## src/rtl/sdram_mport_arb_if.sv

```systemverilog
// sdram_mport_arb_if
//   Bundles every signal around the multi-port SDRAM arbiter except the
//   clock and reset.
//
//   Port-side signals (packed, port i at [i*W +: W]):
//     p_wr_req/p_rd_req, p_wr_addr/p_rd_addr, p_wr_len/p_rd_len, p_wr_data
//     p_wr_ack/p_rd_ack, p_rd_data, p_done, p_err
//   Controller-side signals:
//     init_end, sdram_wr_req/sdram_rd_req, sdram_*_addr, sdram_*_len,
//     sdram_wr_data, sdram_wr_ack/sdram_rd_ack, sdram_rd_data
//   Status:
//     grant_id (index of the granted port, valid while busy)
//
//   Modports:
//     slave  - the arbiter's view
//     master - the view of everything around the arbiter (ports + controller)
interface sdram_mport_arb_if #(
  parameter int N_PORTS = 4,
  parameter int ADDR_W  = 24,
  parameter int DATA_W  = 16,
  parameter int LEN_W   = 10
);
  logic                        init_end;
  logic [N_PORTS-1:0]          p_wr_req;
  logic [N_PORTS-1:0]          p_rd_req;
  logic [N_PORTS*ADDR_W-1:0]   p_wr_addr;
  logic [N_PORTS*ADDR_W-1:0]   p_rd_addr;
  logic [N_PORTS*LEN_W-1:0]    p_wr_len;
  logic [N_PORTS*LEN_W-1:0]    p_rd_len;
  logic [N_PORTS*DATA_W-1:0]   p_wr_data;
  logic [N_PORTS-1:0]          p_wr_ack;
  logic [N_PORTS-1:0]          p_rd_ack;
  logic [DATA_W-1:0]           p_rd_data;
  logic [N_PORTS-1:0]          p_done;
  logic [N_PORTS-1:0]          p_err;
  logic                        sdram_wr_req;
  logic                        sdram_rd_req;
  logic [ADDR_W-1:0]           sdram_wr_addr;
  logic [ADDR_W-1:0]           sdram_rd_addr;
  logic [LEN_W-1:0]            sdram_wr_len;
  logic [LEN_W-1:0]            sdram_rd_len;
  logic [DATA_W-1:0]           sdram_wr_data;
  logic                        sdram_wr_ack;
  logic                        sdram_rd_ack;
  logic [DATA_W-1:0]           sdram_rd_data;
  logic [2:0]                  grant_id;

  modport slave (
    input  init_end, p_wr_req, p_rd_req, p_wr_addr, p_rd_addr, p_wr_len,
           p_rd_len, p_wr_data, sdram_wr_ack, sdram_rd_ack, sdram_rd_data,
    output p_wr_ack, p_rd_ack, p_rd_data, p_done, p_err, sdram_wr_req,
           sdram_rd_req, sdram_wr_addr, sdram_rd_addr, sdram_wr_len,
           sdram_rd_len, sdram_wr_data, grant_id
  );

  modport master (
    output init_end, p_wr_req, p_rd_req, p_wr_addr, p_rd_addr, p_wr_len,
           p_rd_len, p_wr_data, sdram_wr_ack, sdram_rd_ack, sdram_rd_data,
    input  p_wr_ack, p_rd_ack, p_rd_data, p_done, p_err, sdram_wr_req,
           sdram_rd_req, sdram_wr_addr, sdram_rd_addr, sdram_wr_len,
           sdram_rd_len, sdram_wr_data, grant_id
  );
endinterface

```

## src/rtl/sdram_mport_arb.sv

```systemverilog
// sdram_mport_arb
//   Arbitrates N_PORTS burst masters onto a single SDRAM controller
//   read/write request interface. One burst is in flight at a time; the
//   granted port's address/length are latched, its data strobes are
//   forwarded, and a one-cycle p_done (burst complete) or p_err (controller
//   never acknowledged within TIMEOUT cycles) pulse closes the transaction.
//
//   Ports:
//     sys_clk - rising-edge clock
//     sys_rst - asynchronous active-high reset
//     bus     - sdram_mport_arb_if.slave (port side + controller side)
module sdram_mport_arb #(
  parameter int N_PORTS = 4,
  parameter int ADDR_W  = 24,
  parameter int DATA_W  = 16,
  parameter int LEN_W   = 10,
  parameter int RR_EN   = 1,
  parameter int WR_PRIO = 1,
  parameter int TIMEOUT = 1023
) (
  input  logic             sys_clk,
  input  logic             sys_rst,
  sdram_mport_arb_if.slave bus
);
  localparam int IDX_W = (N_PORTS > 1) ? $clog2(N_PORTS) : 1;
  localparam int CNT_W = $clog2(TIMEOUT + 1);
  localparam logic [IDX_W-1:0] LAST_PORT = IDX_W'(N_PORTS - 1);
  localparam logic [CNT_W-1:0] CNT_LAST  = CNT_W'(TIMEOUT - 1);

  typedef enum logic [2:0] {
    IDLE,
    WR_WAIT,
    WR_BURST,
    RD_WAIT,
    RD_BURST
  } state_t;

  state_t             state_q, state_d;
  logic [IDX_W-1:0]   grant_q, grant_d;
  logic [IDX_W-1:0]   last_grant_q, last_grant_d;
  logic [CNT_W-1:0]   cnt_q, cnt_d;
  logic               wr_req_q, wr_req_d;
  logic               rd_req_q, rd_req_d;
  logic [ADDR_W-1:0]  wr_addr_q, wr_addr_d;
  logic [ADDR_W-1:0]  rd_addr_q, rd_addr_d;
  logic [LEN_W-1:0]   wr_len_q, wr_len_d;
  logic [LEN_W-1:0]   rd_len_q, rd_len_d;
  logic [N_PORTS-1:0] done_q, done_d;
  logic [N_PORTS-1:0] err_q, err_d;

  // Per-port views of the packed buses.
  logic [ADDR_W-1:0] wr_addr_arr [N_PORTS];
  logic [ADDR_W-1:0] rd_addr_arr [N_PORTS];
  logic [LEN_W-1:0]  wr_len_arr  [N_PORTS];
  logic [LEN_W-1:0]  rd_len_arr  [N_PORTS];
  logic [DATA_W-1:0] wr_data_arr [N_PORTS];

  generate
    for (genvar gi = 0; gi < N_PORTS; gi++) begin : g_unpack
      assign wr_addr_arr[gi] = bus.p_wr_addr[gi*ADDR_W +: ADDR_W];
      assign rd_addr_arr[gi] = bus.p_rd_addr[gi*ADDR_W +: ADDR_W];
      assign wr_len_arr[gi]  = bus.p_wr_len[gi*LEN_W +: LEN_W];
      assign rd_len_arr[gi]  = bus.p_rd_len[gi*LEN_W +: LEN_W];
      assign wr_data_arr[gi] = bus.p_wr_data[gi*DATA_W +: DATA_W];
    end
  endgenerate

  // Arbitration: walk the ports starting one past the search origin, with
  // wrap. Fixed priority is the same walk with the origin pinned to the last
  // port, so port 0 is always looked at first.
  logic [N_PORTS-1:0] pend;
  logic               found;
  logic [IDX_W-1:0]   pick;
  logic               pick_wr;

  assign pend = bus.p_wr_req | bus.p_rd_req;

  always_comb begin : arb
    int               base;
    int               idx;
    logic [IDX_W-1:0] idx_v;
    found = 1'b0;
    pick  = '0;
    idx   = 0;
    idx_v = '0;
    base  = (RR_EN != 0) ? int'(last_grant_q) : N_PORTS - 1;
    for (int k = 1; k <= N_PORTS; k++) begin
      idx = base + k;
      if (idx >= N_PORTS) idx = idx - N_PORTS;
      idx_v = IDX_W'(idx);
      if (!found && pend[idx_v]) begin
        found = 1'b1;
        pick  = idx_v;
      end
    end
  end

  // A port asserting both requests gets the WR_PRIO-preferred operation;
  // the other request simply stays pending for a later grant.
  assign pick_wr = bus.p_wr_req[pick] & ((WR_PRIO != 0) | ~bus.p_rd_req[pick]);

  always_comb begin
    state_d      = state_q;
    grant_d      = grant_q;
    last_grant_d = last_grant_q;
    cnt_d        = cnt_q;
    wr_req_d     = wr_req_q;
    rd_req_d     = rd_req_q;
    wr_addr_d    = wr_addr_q;
    rd_addr_d    = rd_addr_q;
    wr_len_d     = wr_len_q;
    rd_len_d     = rd_len_q;
    done_d       = '0;
    err_d        = '0;
    case (state_q)
      IDLE: begin
        if (bus.init_end && found) begin
          grant_d      = pick;
          last_grant_d = pick;
          cnt_d        = '0;
          if (pick_wr) begin
            state_d   = WR_WAIT;
            wr_req_d  = 1'b1;
            wr_addr_d = wr_addr_arr[pick];
            wr_len_d  = wr_len_arr[pick];
          end else begin
            state_d   = RD_WAIT;
            rd_req_d  = 1'b1;
            rd_addr_d = rd_addr_arr[pick];
            rd_len_d  = rd_len_arr[pick];
          end
        end
      end
      WR_WAIT: begin
        if (bus.sdram_wr_ack) begin
          wr_req_d = 1'b0;
          state_d  = WR_BURST;
        end else if (cnt_q == CNT_LAST) begin
          // Controller never answered: abandon the burst.
          wr_req_d       = 1'b0;
          err_d[grant_q] = 1'b1;
          state_d        = IDLE;
        end else begin
          cnt_d = cnt_q + CNT_W'(1);
        end
      end
      WR_BURST: begin
        if (!bus.sdram_wr_ack) begin
          done_d[grant_q] = 1'b1;
          state_d         = IDLE;
        end
      end
      RD_WAIT: begin
        if (bus.sdram_rd_ack) begin
          rd_req_d = 1'b0;
          state_d  = RD_BURST;
        end else if (cnt_q == CNT_LAST) begin
          rd_req_d       = 1'b0;
          err_d[grant_q] = 1'b1;
          state_d        = IDLE;
        end else begin
          cnt_d = cnt_q + CNT_W'(1);
        end
      end
      RD_BURST: begin
        if (!bus.sdram_rd_ack) begin
          done_d[grant_q] = 1'b1;
          state_d         = IDLE;
        end
      end
      default: state_d = IDLE;
    endcase
  end

  always_ff @(posedge sys_clk or posedge sys_rst) begin
    if (sys_rst) begin
      state_q      <= IDLE;
      grant_q      <= '0;
      last_grant_q <= LAST_PORT;
      cnt_q        <= '0;
      wr_req_q     <= 1'b0;
      rd_req_q     <= 1'b0;
      wr_addr_q    <= '0;
      rd_addr_q    <= '0;
      wr_len_q     <= '0;
      rd_len_q     <= '0;
      done_q       <= '0;
      err_q        <= '0;
    end else begin
      state_q      <= state_d;
      grant_q      <= grant_d;
      last_grant_q <= last_grant_d;
      cnt_q        <= cnt_d;
      wr_req_q     <= wr_req_d;
      rd_req_q     <= rd_req_d;
      wr_addr_q    <= wr_addr_d;
      rd_addr_q    <= rd_addr_d;
      wr_len_q     <= wr_len_d;
      rd_len_q     <= rd_len_d;
      done_q       <= done_d;
      err_q        <= err_d;
    end
  end

  // Strobes are only forwarded while a matching transaction owns the bus,
  // so a stray controller ack in IDLE (or of the other direction) is dropped.
  logic               busy_wr;
  logic               busy_rd;
  logic [N_PORTS-1:0] wr_ack_v;
  logic [N_PORTS-1:0] rd_ack_v;

  assign busy_wr = (state_q == WR_WAIT) || (state_q == WR_BURST);
  assign busy_rd = (state_q == RD_WAIT) || (state_q == RD_BURST);

  always_comb begin
    wr_ack_v = '0;
    rd_ack_v = '0;
    if (busy_wr) wr_ack_v[grant_q] = bus.sdram_wr_ack;
    if (busy_rd) rd_ack_v[grant_q] = bus.sdram_rd_ack;
  end

  assign bus.p_wr_ack      = wr_ack_v;
  assign bus.p_rd_ack      = rd_ack_v;
  assign bus.p_rd_data     = bus.sdram_rd_data;
  assign bus.p_done        = done_q;
  assign bus.p_err         = err_q;
  assign bus.sdram_wr_req  = wr_req_q;
  assign bus.sdram_rd_req  = rd_req_q;
  assign bus.sdram_wr_addr = wr_addr_q;
  assign bus.sdram_rd_addr = rd_addr_q;
  assign bus.sdram_wr_len  = wr_len_q;
  assign bus.sdram_rd_len  = rd_len_q;
  assign bus.sdram_wr_data = wr_data_arr[grant_q];
  assign bus.grant_id      = 3'(grant_q);
endmodule

```

## src/flat_wrapper.sv

```systemverilog
// flat-port wrapper written by rule: the top's interface ports become plain ports
module sdram_mport_arb_flat 
#(
  parameter int N_PORTS = 4,
  parameter int ADDR_W  = 24,
  parameter int DATA_W  = 16,
  parameter int LEN_W   = 10,
  parameter int RR_EN   = 1,
  parameter int WR_PRIO = 1,
  parameter int TIMEOUT = 1023
)
  (sys_clk, sys_rst, bus_init_end, bus_p_wr_req, bus_p_rd_req, bus_p_wr_addr, bus_p_rd_addr, bus_p_wr_len, bus_p_rd_len, bus_p_wr_data, bus_sdram_wr_ack, bus_sdram_rd_ack, bus_sdram_rd_data, bus_p_wr_ack, bus_p_rd_ack, bus_p_rd_data, bus_p_done, bus_p_err, bus_sdram_wr_req, bus_sdram_rd_req, bus_sdram_wr_addr, bus_sdram_rd_addr, bus_sdram_wr_len, bus_sdram_rd_len, bus_sdram_wr_data, bus_grant_id);
  sdram_mport_arb_if #(.N_PORTS(N_PORTS), .ADDR_W(ADDR_W), .DATA_W(DATA_W), .LEN_W(LEN_W)) bus_i ();
  input  logic sys_clk;
  input  logic sys_rst;
  input wire logic [$bits(bus_i.init_end)-1:0] bus_init_end;
  input wire logic [$bits(bus_i.p_wr_req)-1:0] bus_p_wr_req;
  input wire logic [$bits(bus_i.p_rd_req)-1:0] bus_p_rd_req;
  input wire logic [$bits(bus_i.p_wr_addr)-1:0] bus_p_wr_addr;
  input wire logic [$bits(bus_i.p_rd_addr)-1:0] bus_p_rd_addr;
  input wire logic [$bits(bus_i.p_wr_len)-1:0] bus_p_wr_len;
  input wire logic [$bits(bus_i.p_rd_len)-1:0] bus_p_rd_len;
  input wire logic [$bits(bus_i.p_wr_data)-1:0] bus_p_wr_data;
  input wire logic [$bits(bus_i.sdram_wr_ack)-1:0] bus_sdram_wr_ack;
  input wire logic [$bits(bus_i.sdram_rd_ack)-1:0] bus_sdram_rd_ack;
  input wire logic [$bits(bus_i.sdram_rd_data)-1:0] bus_sdram_rd_data;
  output wire logic [$bits(bus_i.p_wr_ack)-1:0] bus_p_wr_ack;
  output wire logic [$bits(bus_i.p_rd_ack)-1:0] bus_p_rd_ack;
  output wire logic [$bits(bus_i.p_rd_data)-1:0] bus_p_rd_data;
  output wire logic [$bits(bus_i.p_done)-1:0] bus_p_done;
  output wire logic [$bits(bus_i.p_err)-1:0] bus_p_err;
  output wire logic [$bits(bus_i.sdram_wr_req)-1:0] bus_sdram_wr_req;
  output wire logic [$bits(bus_i.sdram_rd_req)-1:0] bus_sdram_rd_req;
  output wire logic [$bits(bus_i.sdram_wr_addr)-1:0] bus_sdram_wr_addr;
  output wire logic [$bits(bus_i.sdram_rd_addr)-1:0] bus_sdram_rd_addr;
  output wire logic [$bits(bus_i.sdram_wr_len)-1:0] bus_sdram_wr_len;
  output wire logic [$bits(bus_i.sdram_rd_len)-1:0] bus_sdram_rd_len;
  output wire logic [$bits(bus_i.sdram_wr_data)-1:0] bus_sdram_wr_data;
  output wire logic [$bits(bus_i.grant_id)-1:0] bus_grant_id;
  assign bus_i.init_end = bus_init_end;
  assign bus_i.p_wr_req = bus_p_wr_req;
  assign bus_i.p_rd_req = bus_p_rd_req;
  assign bus_i.p_wr_addr = bus_p_wr_addr;
  assign bus_i.p_rd_addr = bus_p_rd_addr;
  assign bus_i.p_wr_len = bus_p_wr_len;
  assign bus_i.p_rd_len = bus_p_rd_len;
  assign bus_i.p_wr_data = bus_p_wr_data;
  assign bus_i.sdram_wr_ack = bus_sdram_wr_ack;
  assign bus_i.sdram_rd_ack = bus_sdram_rd_ack;
  assign bus_i.sdram_rd_data = bus_sdram_rd_data;
  assign bus_p_wr_ack = bus_i.p_wr_ack;
  assign bus_p_rd_ack = bus_i.p_rd_ack;
  assign bus_p_rd_data = bus_i.p_rd_data;
  assign bus_p_done = bus_i.p_done;
  assign bus_p_err = bus_i.p_err;
  assign bus_sdram_wr_req = bus_i.sdram_wr_req;
  assign bus_sdram_rd_req = bus_i.sdram_rd_req;
  assign bus_sdram_wr_addr = bus_i.sdram_wr_addr;
  assign bus_sdram_rd_addr = bus_i.sdram_rd_addr;
  assign bus_sdram_wr_len = bus_i.sdram_wr_len;
  assign bus_sdram_rd_len = bus_i.sdram_rd_len;
  assign bus_sdram_wr_data = bus_i.sdram_wr_data;
  assign bus_grant_id = bus_i.grant_id;
  sdram_mport_arb #(.N_PORTS(N_PORTS), .ADDR_W(ADDR_W), .DATA_W(DATA_W), .LEN_W(LEN_W), .RR_EN(RR_EN), .WR_PRIO(WR_PRIO), .TIMEOUT(TIMEOUT)) u_core (.sys_clk(sys_clk), .sys_rst(sys_rst), .bus(bus_i));
endmodule
```

## config.mk

```make
export PLATFORM = sky130hd
export DESIGN_NAME = sdram_mport_arb_flat
export DESIGN_NICKNAME = d
export VERILOG_FILES = /design/src/rtl/sdram_mport_arb_if.sv /design/src/rtl/sdram_mport_arb.sv /design/src/flat_wrapper.sv
export SDC_FILE = /design/constraint.sdc
export NUM_CORES = 1
export LEC_CHECK = 0
export ABC_CLOCK_PERIOD_IN_PS = 2900
export BUFFER_PORTS_ARGS = -buffer_cell sky130_fd_sc_hd__buf_2
export CORE_AREA = 2 2 188 190
export DETAILED_ROUTE_END_ITERATION = 16
export DIE_AREA = 0 0 190 192
export SLEW_MARGIN = 25
export SYNTH_ARGS = -nofsm -noshare
export SYNTH_HDL_FRONTEND = slang
export SYNTH_SLANG_ARGS = --single-unit
```

## constraint.sdc

```tcl
create_clock -name sys_clk -period 2.9 [get_ports sys_clk]
set_input_delay 0.145 -clock sys_clk [delete_from_list [all_inputs] [get_ports sys_clk]]
set_output_delay 0.145 -clock sys_clk [all_outputs]
set_load 0.05 [all_outputs]
```

==> results_dict.tcl, run 1 <==
set metrics [dict create \
    fillers 3615 \
    numCtsBuffers 9 \
    area_growth_syn_to_layout_pct 45.86 \
    synthArstFlopShare 1.000 \
    combPwrFrac 0.687 \
    via_per_inst 4.136 \
    worst_pin_slew_ns 0.9333 \
    ys_warn_count 0 \
    critical_path.max_stage_delay_ns 0.57 \
    cap_violations 0 \
    p_seq_frac 0.207 \
    crit_top_cell "mux2i_1" \
    crit_buf_inv 2 \
    finalSetupTns_ns 0 \
    start_util 0.1933 \
    io-pin-count 486 \
    fin_crit_sh 0.8984 \
    hold_viol_final 0 \
    coreArea_sq_um 34290 \
    place.gp.congestion 0.7759 \
    cp.required_ns 3.13 \
    intPower_mw 5.403 \
    critPathSlowestCell "dfstp_2" \
    grt_pass1_wl_microns 31770 \
    rsz0062_at_grt "false" \
    clk_pin_slew_ns 0.07 \
    power_switching_mw 5.651 \
    peakVddDrop_uv 574.0 \
    h-tree-depth 3 \
    holdWs_ns 0.1705 \
    dieHeight_microns 192 \
    cts_tree "built" \
    clock-sinks 95 \
    antenna_found_initial 4 \
    netlist-cell-type-count 44 \
    final_max_slew_viol_count 0 \
    setup_viol_count_final 0 \
    ant_nets 0 \
    finalClockSkew_ns 0.01211 \
    ys_seq_elements 95 \
    cts_root_buffer "clkbuf_16" \
    grt_pass1_vias 6103 \
    drt_wl_total_microns 21760 \
    cp_cell_sequence "o21a_1 > o22ai_1 > a211oi_4 > buf_12 > buf_4 > mux2i_1 > mux2i_1 > mux2_2" \
    synth_area_leader_cell "dfrtp_1" \
    cts_buffer_depth 2 \
    syn_area_per_cell_sq_um 11.79 \
    cp.arrival_ns 2.84 \
    syn-num-nets 929 \
    synth_area_sq_um 6626 \
    dr_total_vias 6010 \
    p_per_area_nw_per_um2 1144 \
    die_w_microns 190 \
    synth_edf_count 0 \
    p_sw_frac 0.5112 \
    leakage_nw 5.255 \
    yosysSeqAreaShare 0.3591 \
    status "completed" \
    fin_crit_ns 2.605 \
    startpoint_type "flop" \
    dp_hpwl_microns 17900 \
    synthTopCellsByArea "dfrtp_1 (35%), mux2i_1 (31%), mux2_2 (11%)" \
    dr.pass1.iters 4 \
    portBuffers 452 \
    gr-usage-all-layers 0.1127 \
    relSlewSlack 0.3778 \
    crit_family "compound AO/OA/AOI/OAI gates" \
    grt_max_degree 55 \
    dieArea_sq_um 36480 \
    fmax_ghz 0.3838 \
    synth_top_area_share 0.3512 \
    path_class "flop to flop" \
    clock_latency_ns 0.35 \
    crit_fanout 37 \
    final_nets 1359 \
    crit_path_end_kind "flop" \
    synth_ff_type "dfrtp_1" \
    rows 68 \
    hold_class "input port to flop" \
    drive_above_1_share 0.5807 \
    clkPwrFrac 0.106 \
    syn-instance-count 562 \
    drc 0 \
    wl_per_cell_microns 14.98 \
    cts_setup_buffers 0 \
    grt-ovfl-total 0 \
    drt-initial-drc-count 137 \
]
-- cells by family (layout without fill, tap and decap cells) --
group	count (synthesis)	in the layout	synth area share
AOI/OAI and AO/OA	27	27	0.03097
xor gates and xnor gates	9	9	0.01190
adders and majority gates	3	3	0.005286
buffers and inverters	62	497	0.05778
DFF	95	95	0.3591
muxes	289	289	0.4796
other	1	2	0.0005659
and+or+nand+nor	76	76	0.05476
-- cell type report --
| type | instances | area, sq um | share of cell area |
|---|---|---|---|
| antenna | 1 | 2.502 | 0.0002589 |
| clock buffer | 11 | 242.7 | 0.02511 |
| clock inverter | 5 | 42.54 | 0.004401 |
| inverter | 7 | 28.78 | 0.002977 |
| multi-input combinational | 405 | 3882 | 0.4017 |
| sequential | 95 | 2380 | 0.2462 |
| tap | 455 | 569.3 | 0.05890 |
| timing repair buffer | 474 | 2517 | 0.2605 |
-- Yosys cell counts, types with 2 or more instances --
cell	number
nand2_1	14
nand3b_1	2
o21a_1	2
buf_4	19
nand3_1	6
nand2b_1	4
nand4_1	2
mux2i_1	205
buf_2	18
clkbuf_1	8
a21oi_1	5
mux2_1	2
mux4_2	16
nor3_1	7
o21ai_0	8
o21bai_1	2
buf_6	7
mux2_2	66
and4_1	2
a32oi_1	2
dfstp_2	2
nor2_1	29
buf_1	2
xor2_1	9
and3_1	2
and2_1	2
ha_1	2
inv_1	7
dfrtp_1	93
nor2b_1	2
or2_2	2
-- flip-flops by register name (all words and copies together) (netlist names) --
register / flops
u_core.bus.sdram_rd_addr: 24
u_core.bus.sdram_wr_addr: 24
u_core.bus.sdram_rd_len: 10
u_core.bus.sdram_wr_len: 10
u_core.cnt_q: 10
u_core.bus.p_done: 4
u_core.bus.p_err: 4
u_core.state_q: 3
u_core.grant_q: 2
u_core.last_grant_q: 2
u_core.bus.sdram_rd_req: 1
u_core.bus.sdram_wr_req: 1
-- cells in the final DEF (no fill, tap or decap), drive strengths merged, types with 2 or more instances in the layout --
master,synthesis,layout
a21oi,5,5
a32oi,2,2
and2,2,2
and3,2,2
and4,2,2
buf,46,473
clkbuf,9,11
clkinv,0,4
dfrtp,93,93
dfstp,2,2
ha,2,2
inv,7,8
mux2,68,68
mux2i,205,205
mux4,16,16
nand2,14,14
nand2b,4,4
nand3,6,6
nand3b,2,2
nand4,2,2
nor2,29,29
nor2b,2,2
nor3,7,7
o21a,2,2
o21ai,8,8
o21bai,2,2
o22ai,2,2
or2,2,2
xor2,9,9
-- metrics by stage --
| step | cell area [sq um] | setup slack (ns) | util | total power, mW | std cells |
|---|---|---|---|---|---|
| 6_report | 9666 | 0.2948 | 0.2819 | 11.05 | 1453 |
| 5_1_grt | 9666 | 0.1495 | 0.2819 | 11.71 | 1453 |
| 4_1_cts | 9663 | 0.2104 | 0.2818 | 11.24 | 1452 |
| 3_5_place_dp | 9368 | 0.2265 | 0.2732 | 10.01 | 1435 |
| 3_3_place_gp | 9368 | 0.2956 | 0.2732 | 9.926 | 1435 |
| 2_1_floorplan | 6626 | 0.2813 | - | 8.229 | 562 |
-- power by group through the flow --
stage	Combinational, mW	Clock (mW)	Sequential, mW
4_1_cts	7.71	1.24	2.29
3_3_place_gp	7.63	0	2.29
3_5_place_dp	7.71	0	2.30
2_1_floorplan	4.17	0	4.06
5_1_grt	8.05	1.28	2.37
6_report	7.60	1.17	2.29
-- worst paths after layout --
path | slack (ns) | startpoint | to | cells after the start
min in group asynchronous | 0.41 | sys_rst | u_core.bus.sdram_rd_len[0]$_DFFE_PP0P_ | 3
worst max-delay path | 0.29 | u_core.last_grant_q[1]$_DFFE_PP1P_ | u_core.bus.sdram_rd_len[2]$_DFFE_PP0P_ | 8
worst min-delay path | 0.17 | bus_sdram_rd_ack | u_core.state_q[2]$_DFFE_PP0P_ | 3
worst max register to register | 0.29 | u_core.last_grant_q[1]$_DFFE_PP1P_ | u_core.bus.sdram_rd_len[2]$_DFFE_PP0P_ | 8
max in group asynchronous | 1.74 | sys_rst | u_core.last_grant_q[1]$_DFFE_PP1P_ | 4
worst min register to register | 0.48 | u_core.bus.sdram_wr_req$_DFFE_PP0P_ | u_core.bus.sdram_wr_req$_DFFE_PP0P_ | 1
-- layer usage --
| layer | vias up | global-route usage | routed length (microns) |
|---|---|---|---|
| met2 | 285 | 0.2236 | 11830 |
| met3 | 23 | 0.02558 | 1593 |
| li1 | 2903 | - | - |
| met1 | 2795 | 0.1172 | 7953 |
| met5 | - | 0 | 30 |
| met4 | 4 | 0.03190 | 350 |
-- what timing repair did --
| action | 4_1_cts | 5_1_grt |
|---|---|---|
| endpoints found under the hold margin | 41 | 0 |
| hold buffers | 1 | 0 |
| resized for setup | 0 | 0 |
-- worst min-delay path: stages --
cell     delay, ns
buf_2         0.12
nand2_1       0.14
inv_1         0.08
Power figures use the tool's default switching activity.
==> inputs of run 2 (changes only) <==
--- a/config.mk
+++ b/config.mk
@@ -7,9 +7,12 @@
 export LEC_CHECK = 0
 export ABC_CLOCK_PERIOD_IN_PS = 2900
 export BUFFER_PORTS_ARGS = -buffer_cell sky130_fd_sc_hd__buf_2
-export CORE_AREA = 2 2 188 190
+export CELL_PAD_IN_SITES_DETAIL_PLACEMENT = 2
+export CELL_PAD_IN_SITES_GLOBAL_PLACEMENT = 2
+export CORE_AREA = 2 2 189 191
 export DETAILED_ROUTE_END_ITERATION = 16
-export DIE_AREA = 0 0 190 192
+export DIE_AREA = 0 0 191 193
+export PLACE_DENSITY_LB_ADDON = 0.1
 export SLEW_MARGIN = 25
 export SYNTH_ARGS = -nofsm -noshare
 export SYNTH_HDL_FRONTEND = slang
==> run 2 against run 1 <==
Register-to-register slack lost 0.09 ns. Critical path type unchanged. Clock power grew 21%. Global-route usage grew 3.7 points. Cell count rose by 0.28%. Sequential share of layout area decreased by 0.23 points. Count of clock-buffer cells in the layout up 2. Power increased by 4.7%. Via count grew 3.1%. Core utilization decreased by 0.28 points.
==> results_dict.tcl, run 2 (synthesis gave the netlist of run 1 again) <==
set metrics [dict create \
    crit_cells 7 \
    holdWs_ns 0.2092 \
    peakVddDrop_uv 484.2 \
    r2r_cells 7 \
    multiInputGateArea_sq_um 3882 \
    grt-ovfl-total 0 \
    fin_ws_ns 0.2052 \
    hold_viol_final 0 \
    h-tree-depth 3 \
    gr-usage-all-layers 0.1499 \
    crit_family "compound AO/OA/AOI/OAI gates" \
    critical_path.max_stage_delay_ns 0.58 \
    p_per_area_nw_per_um2 1186 \
    rrSetupSlack_ns 0.21 \
    drc 0 \
    setup_viol_count_final 0 \
    crit_fanout 35 \
    fin_cells 1457 \
    grt_pass1_vias 6986 \
    worst_pin_slew_ns 0.8423 \
    cp.required_ns 3.12 \
    dieArea_sq_um 36860 \
    final_nets 1356 \
    final_common_cell "buf_2" \
    timing.rr.start "u_core.last_grant_q[1]$_DFFE_PP1P_" \
    cts_tree "built" \
    dr_total_vias 6199 \
    ant_nets 0 \
    postLayoutCoreUtil 0.2791 \
    io-pin-count 486 \
    cp.arrival_ns 2.92 \
    dieHeight_microns 193 \
    cts_buffer_depth 2 \
    dr.pass1.iters 4 \
    area_growth_syn_to_layout_pct 47.26 \
    numCtsBuffers 9 \
    antenna_found_initial 3 \
    status "completed" \
    final_cell_mix "buf_2 (452), mux2i_1 (205), dfrtp_1 (93)" \
    leakage_nw 5.284 \
    finalClockSkew_ns 0.01311 \
    via_per_inst 4.255 \
    cap_violations 0 \
    crit_end "u_core.bus.sdram_wr_len[9]$_DFFE_PP0P_" \
    portBuffers 452 \
    preCtsSetupSlack_ns 0.2867 \
    fmax_ghz 0.3711 \
    start_util 0.1895 \
    fin_crit_ns 2.695 \
    dpl.cell_count 1438 \
    fin_crit_sh 0.9292 \
    die_w_microns 191 \
    hold_class "input port to flop" \
    crit_buf_inv 1 \
    coreArea_sq_um 34960 \
    rows 69 \
    dp_hpwl_microns 23010 \
    clock-sinks 95 \
    crit_path_end_kind "flop" \
    cts_setup_buffers 0 \
    grt_max_degree 44 \
    r2r-end "u_core.bus.sdram_wr_len[9]$_DFFE_PP0P_" \
    grt_pass1_wl_microns 41630 \
    critPathSlowestCell "dfstp_2" \
    startpoint_type "flop" \
    hold_start "bus_p_rd_addr[46]" \
    regArea_sq_um 2380 \
    relSlewSlack 0.4385 \
    final_max_slew_viol_count 0 \
    clock_latency_ns 0.35 \
    clk_pin_slew_ns 0.07 \
    drt-initial-drc-count 102 \
    cts_root_buffer "clkbuf_16" \
    rsz0062_at_grt "false" \
    critPathLaunch "u_core.last_grant_q[1]$_DFFE_PP1P_" \
    wl_per_cell_microns 19.41 \
    drt_wl_total_microns 28280 \
    drive_above_1_share 0.5775 \
    path_class "flop to flop" \
    finalSetupTns_ns 0 \
    place.gp.congestion 0.7511 \
    cp_cell_sequence "o21a_1 > o22ai_1 > a211oi_4 > mux2i_1 > o22ai_4 > buf_12 > mux2_1" \
    fillers 4001 \
]
==> run 2: worst min path at each step <==
stage | to | slack (ns) | depth (start not counted)
6_report | u_core.bus.sdram_rd_addr[22]$_DFFE_PP0P_ | 0.21 | 4
5_1_grt | u_core.bus.sdram_rd_addr[22]$_DFFE_PP0P_ | 0.21 | 4
4_1_cts | u_core.bus.sdram_rd_addr[22]$_DFFE_PP0P_ | 0.19 | 4
3_5_place_dp | u_core.bus.sdram_wr_addr[8]$_DFFE_PP0P_ | 0.25 | 2
3_3_place_gp | u_core.bus.sdram_wr_addr[7]$_DFFE_PP0P_ | 0.25 | 2
2_1_floorplan | u_core.state_q[2]$_DFFE_PP0P_ | 0.32 | 2
==> run 2: what timing repair did <==
action,CTS,global route
hold endpoints to repair,32,0
hold buffers,1,0
setup endpoints to repair,0,0
resized for setup,0,0
==> run 2: area by class of cell <==
class | count | share of cell area
Clock inverter | 3 | 0.009232
Clock buffer | 13 | 0.02564
Multi-Input combinational cell | 405 | 0.3979
Timing Repair Buffer | 471 | 0.2608
Inverter | 7 | 0.002949
Sequential cell | 95 | 0.2439
Antenna cell | 2 | 0.0005129
Tap cell | 461 | 0.05911
==> run 2: metal layers <==
metal / vias to the layer above / track usage / part of all wire
met5: - / 0 / 0.0012
met4: 4 / 0.04055 / 0.014
met3: 27 / 0.04796 / 0.090
met2: 273 / 0.2829 / 0.53
met1: 3001 / 0.1597 / 0.36
li1: 2894 / - / -
==> run 2: per-stage QoR <==
step	instance area [sq um]	power, mW
floorplan	6626	8.229
global placement	9403	10.31
detailed placement	9403	10.37
CTS	9753	11.87
global route	9756	12.35
finish	9758	11.58
==> run 2: worst reg2reg max path, delay by kind of cell (launching register included) <==
kind / cells / cell delay, ns
AOI/OAI and AO/OA: 4 / 0.94
DFF: 1 / 0.58
buffers and inverters: 1 / 0.21
muxes: 2 / 0.84
==> run 2: report_power, final <==
part | switching (mW) | internal (mW)
combinational | 4.92 | 2.91
clock | 0.552 | 0.870
sequential | 0.405 | 1.92
total | 5.88 | 5.70
==> inputs of run 3 (changes only) <==
--- a/config.mk
+++ b/config.mk
@@ -5,7 +5,7 @@
 export SDC_FILE = /design/constraint.sdc
 export NUM_CORES = 1
 export LEC_CHECK = 0
-export ABC_CLOCK_PERIOD_IN_PS = 2900
+export ABC_CLOCK_PERIOD_IN_PS = 2700
 export BUFFER_PORTS_ARGS = -buffer_cell sky130_fd_sc_hd__buf_2
 export CELL_PAD_IN_SITES_DETAIL_PLACEMENT = 2
 export CELL_PAD_IN_SITES_GLOBAL_PLACEMENT = 2
==> constraint.sdc (replaced) <==
create_clock -name sys_clk -period 2.7 [get_ports sys_clk]
set_input_delay 0.135 -clock sys_clk [delete_from_list [all_inputs] [get_ports sys_clk]]
set_output_delay 0.135 -clock sys_clk [all_outputs]
set_load 0.05 [all_outputs]
==> run 3 against run 2 <==
Via count increased by 0.11%. Clock power shrank 6%. Global-route usage about the same. Clock skew increased by 0.0024 ns. Sequential share of layout area grew 0.069 points. Non-clock buffer count is 7 higher. Fmax is 6.9% higher. Critical path depth grew 2. Highest routed layer unchanged.
==> results_dict.tcl, run 3 (synthesis gave the netlist of run 1 again) <==
set metrics [dict create \
    status "completed" \
    final_cell_mix "buf_2 (452), mux2i_1 (204), dfrtp_1 (93)" \
    fin_crit_ns 2.521 \
    combPwrFrac 0.694 \
    critPathSlowestCell "dfstp_2" \
    drive_above_1_share 0.5844 \
    cp_cell_sequence "o21a_1 > o22ai_1 > a211oi_4 > buf_4 > buf_12 > buf_12 > mux2i_2 > mux2i_1 > mux2_2" \
    cp.required_ns 2.93 \
    die_w_microns 191 \
    relSlewSlack 0.6285 \
    via_per_inst 4.242 \
    setup_viol_count_final 0 \
    grt_pass1_vias 7005 \
    cap_violations 0 \
    worst_pin_slew_ns 0.5572 \
    cts_tree "built" \
    crit_fanout 36 \
    final_common_cell "buf_2" \
    cp.arrival_ns 2.75 \
    dieHeight_microns 193 \
    dr.pass1.iters 3 \
    coreArea_sq_um 34960 \
    grt_max_degree 39 \
    startpoint_type "flop" \
    dr_total_vias 6206 \
    rrSetupSlack_ns 0.18 \
    gr-usage-all-layers 0.1497 \
    critical_path.max_stage_delay_ns 0.57 \
    fillers 3979 \
    portBuffers 452 \
    clock_latency_ns 0.35 \
    preCtsSetupSlack_ns -0.01318 \
    finalSetupTns_ns 0 \
    grt-ovfl-total 0 \
    grt_pass1_wl_microns 41610 \
    power_switching_mw 6.324 \
    r2r_cells 9 \
    hold_viol_final 0 \
    multiInputGateArea_sq_um 3886 \
    start_util 0.1895 \
    numCtsBuffers 9 \
    antenna_found_initial 5 \
    h-tree-depth 3 \
    timing.rr.start "u_core.last_grant_q[1]$_DFFE_PP1P_" \
    clock-sinks 95 \
    finalClockSkew_ns 0.01552 \
    fin_ws_ns 0.1795 \
    p_sw_frac 0.5171 \
    r2r-end "u_core.bus.sdram_rd_addr[7]$_DFFE_PP0P_" \
    p_per_area_nw_per_um2 1257 \
    crit_end "u_core.bus.sdram_rd_addr[7]$_DFFE_PP0P_" \
    drt_wl_total_microns 28000 \
    fin_crit_sh 0.9335 \
    drc 0 \
    area_growth_syn_to_layout_pct 46.85 \
    place.gp.congestion 0.7268 \
    leakage_nw 5.286 \
    io-pin-count 486 \
    dp_hpwl_microns 23050 \
    rsz0062_at_grt "false" \
    drt-initial-drc-count 107 \
    p_seq_frac 0.197 \
    cts_root_buffer "clkbuf_16" \
    critPathLaunch "u_core.last_grant_q[1]$_DFFE_PP1P_" \
    regArea_sq_um 2380 \
    intPower_mw 5.905 \
    clk_pin_slew_ns 0.08 \
    peakVddDrop_uv 472.9 \
    path_class "flop to flop" \
    rows 69 \
    cts_buffer_depth 2 \
    final_max_slew_viol_count 0 \
    wl_per_cell_microns 19.14 \
    ant_nets 0 \
    fmax_ghz 0.3967 \
    dieArea_sq_um 36860 \
    hold_class "input port to flop" \
    crit_top_cell "buf_12" \
    final_nets 1363 \
    crit_path_end_kind "flop" \
    clkPwrFrac 0.109 \
]
==> run 3: cell types whose count changed in the layout (fill, tap and decap cells not counted), sizes merged <==
cell,previous run,this run
clkinv,0,4
buf,470,477
inv,7,9
bufinv,3,1
clkbuf,13,9
diode,2,1
==> run 3: layout make-up <==
cell class,count,share of cell area
Inverter,7,0.002957
Multi-Input combinational cell,405,0.3994
Sequential cell,95,0.2446
Clock inverter,7,0.007329
Timing Repair Buffer,478,0.2631
Clock buffer,9,0.02315
Antenna cell,1,0.0002572
Tap cell,461,0.05928
==> run 3: how the worst min path moves through the flow <==
stage                          start                                 endpoint  slack (ns)  depth (start not counted)
finish               bus_p_wr_len[3]   u_core.bus.sdram_wr_len[3]$_DFFE_PP0P_        0.18                          4
global route        bus_p_wr_len[13]   u_core.bus.sdram_wr_len[3]$_DFFE_PP0P_        0.19                          4
CTS                  bus_p_wr_len[3]   u_core.bus.sdram_wr_len[3]$_DFFE_PP0P_        0.16                          4
detailed placement           sys_rst  u_core.bus.sdram_wr_addr[4]$_DFFE_PP0P_        0.24                          2
global placement             sys_rst  u_core.bus.sdram_wr_addr[4]$_DFFE_PP0P_        0.23                          2
floorplan           bus_sdram_rd_ack            u_core.state_q[2]$_DFFE_PP0P_        0.31                          2
==> run 3: stage by stage <==
step                      area (sq um)  instances  hold slack (ns)  utilization  total power, mW
final                             9731       1463           0.1792       0.2783            12.23
after global routing              9731       1463           0.1928       0.2783            13.10
after CTS                         9724       1462           0.1622       0.2781            12.56
after detailed placement          9410       1444           0.2403       0.2691            11.13
after global placement            9410       1444           0.2344       0.2691            11.06
after floorplan                   6626        562           0.3052            -            8.839
==> run 3: what timing repair did <==
item / CTS / global route
pin swaps: 1 / 0
gates resized for setup: 0 / 1
endpoints found under the hold margin: 36 / 0
setup endpoints to repair: 1 / 1
hold buffers: 1 / 0
buffers inserted: 1 / 0
==> run 3: power groups by stage <==
stage	clock network (mW)	logic [mW]	registers [mW]
final	1.34	8.48	2.41
after global routing	1.47	9.11	2.52
after CTS	1.42	8.70	2.43
after detailed placement	0	8.68	2.44
after global placement	0	8.64	2.42
after floorplan	0	4.47	4.36
==> run 3: routing by layer <==
layer / vias up / routed length, microns / GRT usage
met5: - / 49 / 0
met4: 8 / 486 / 0.04353
met3: 31 / 2573 / 0.05086
met2: 269 / 15150 / 0.2878
met1: 2985 / 9735 / 0.1523
li1: 2913 / - / -
==> run 3: critical path: cells and delay by family (launching register included) <==
family                 cells  cell delay [ns]
AOI/OAI and AO/OA          3             0.46
buffers and inverters      3             0.66
DFF                        1             0.57
muxes                      3             0.65
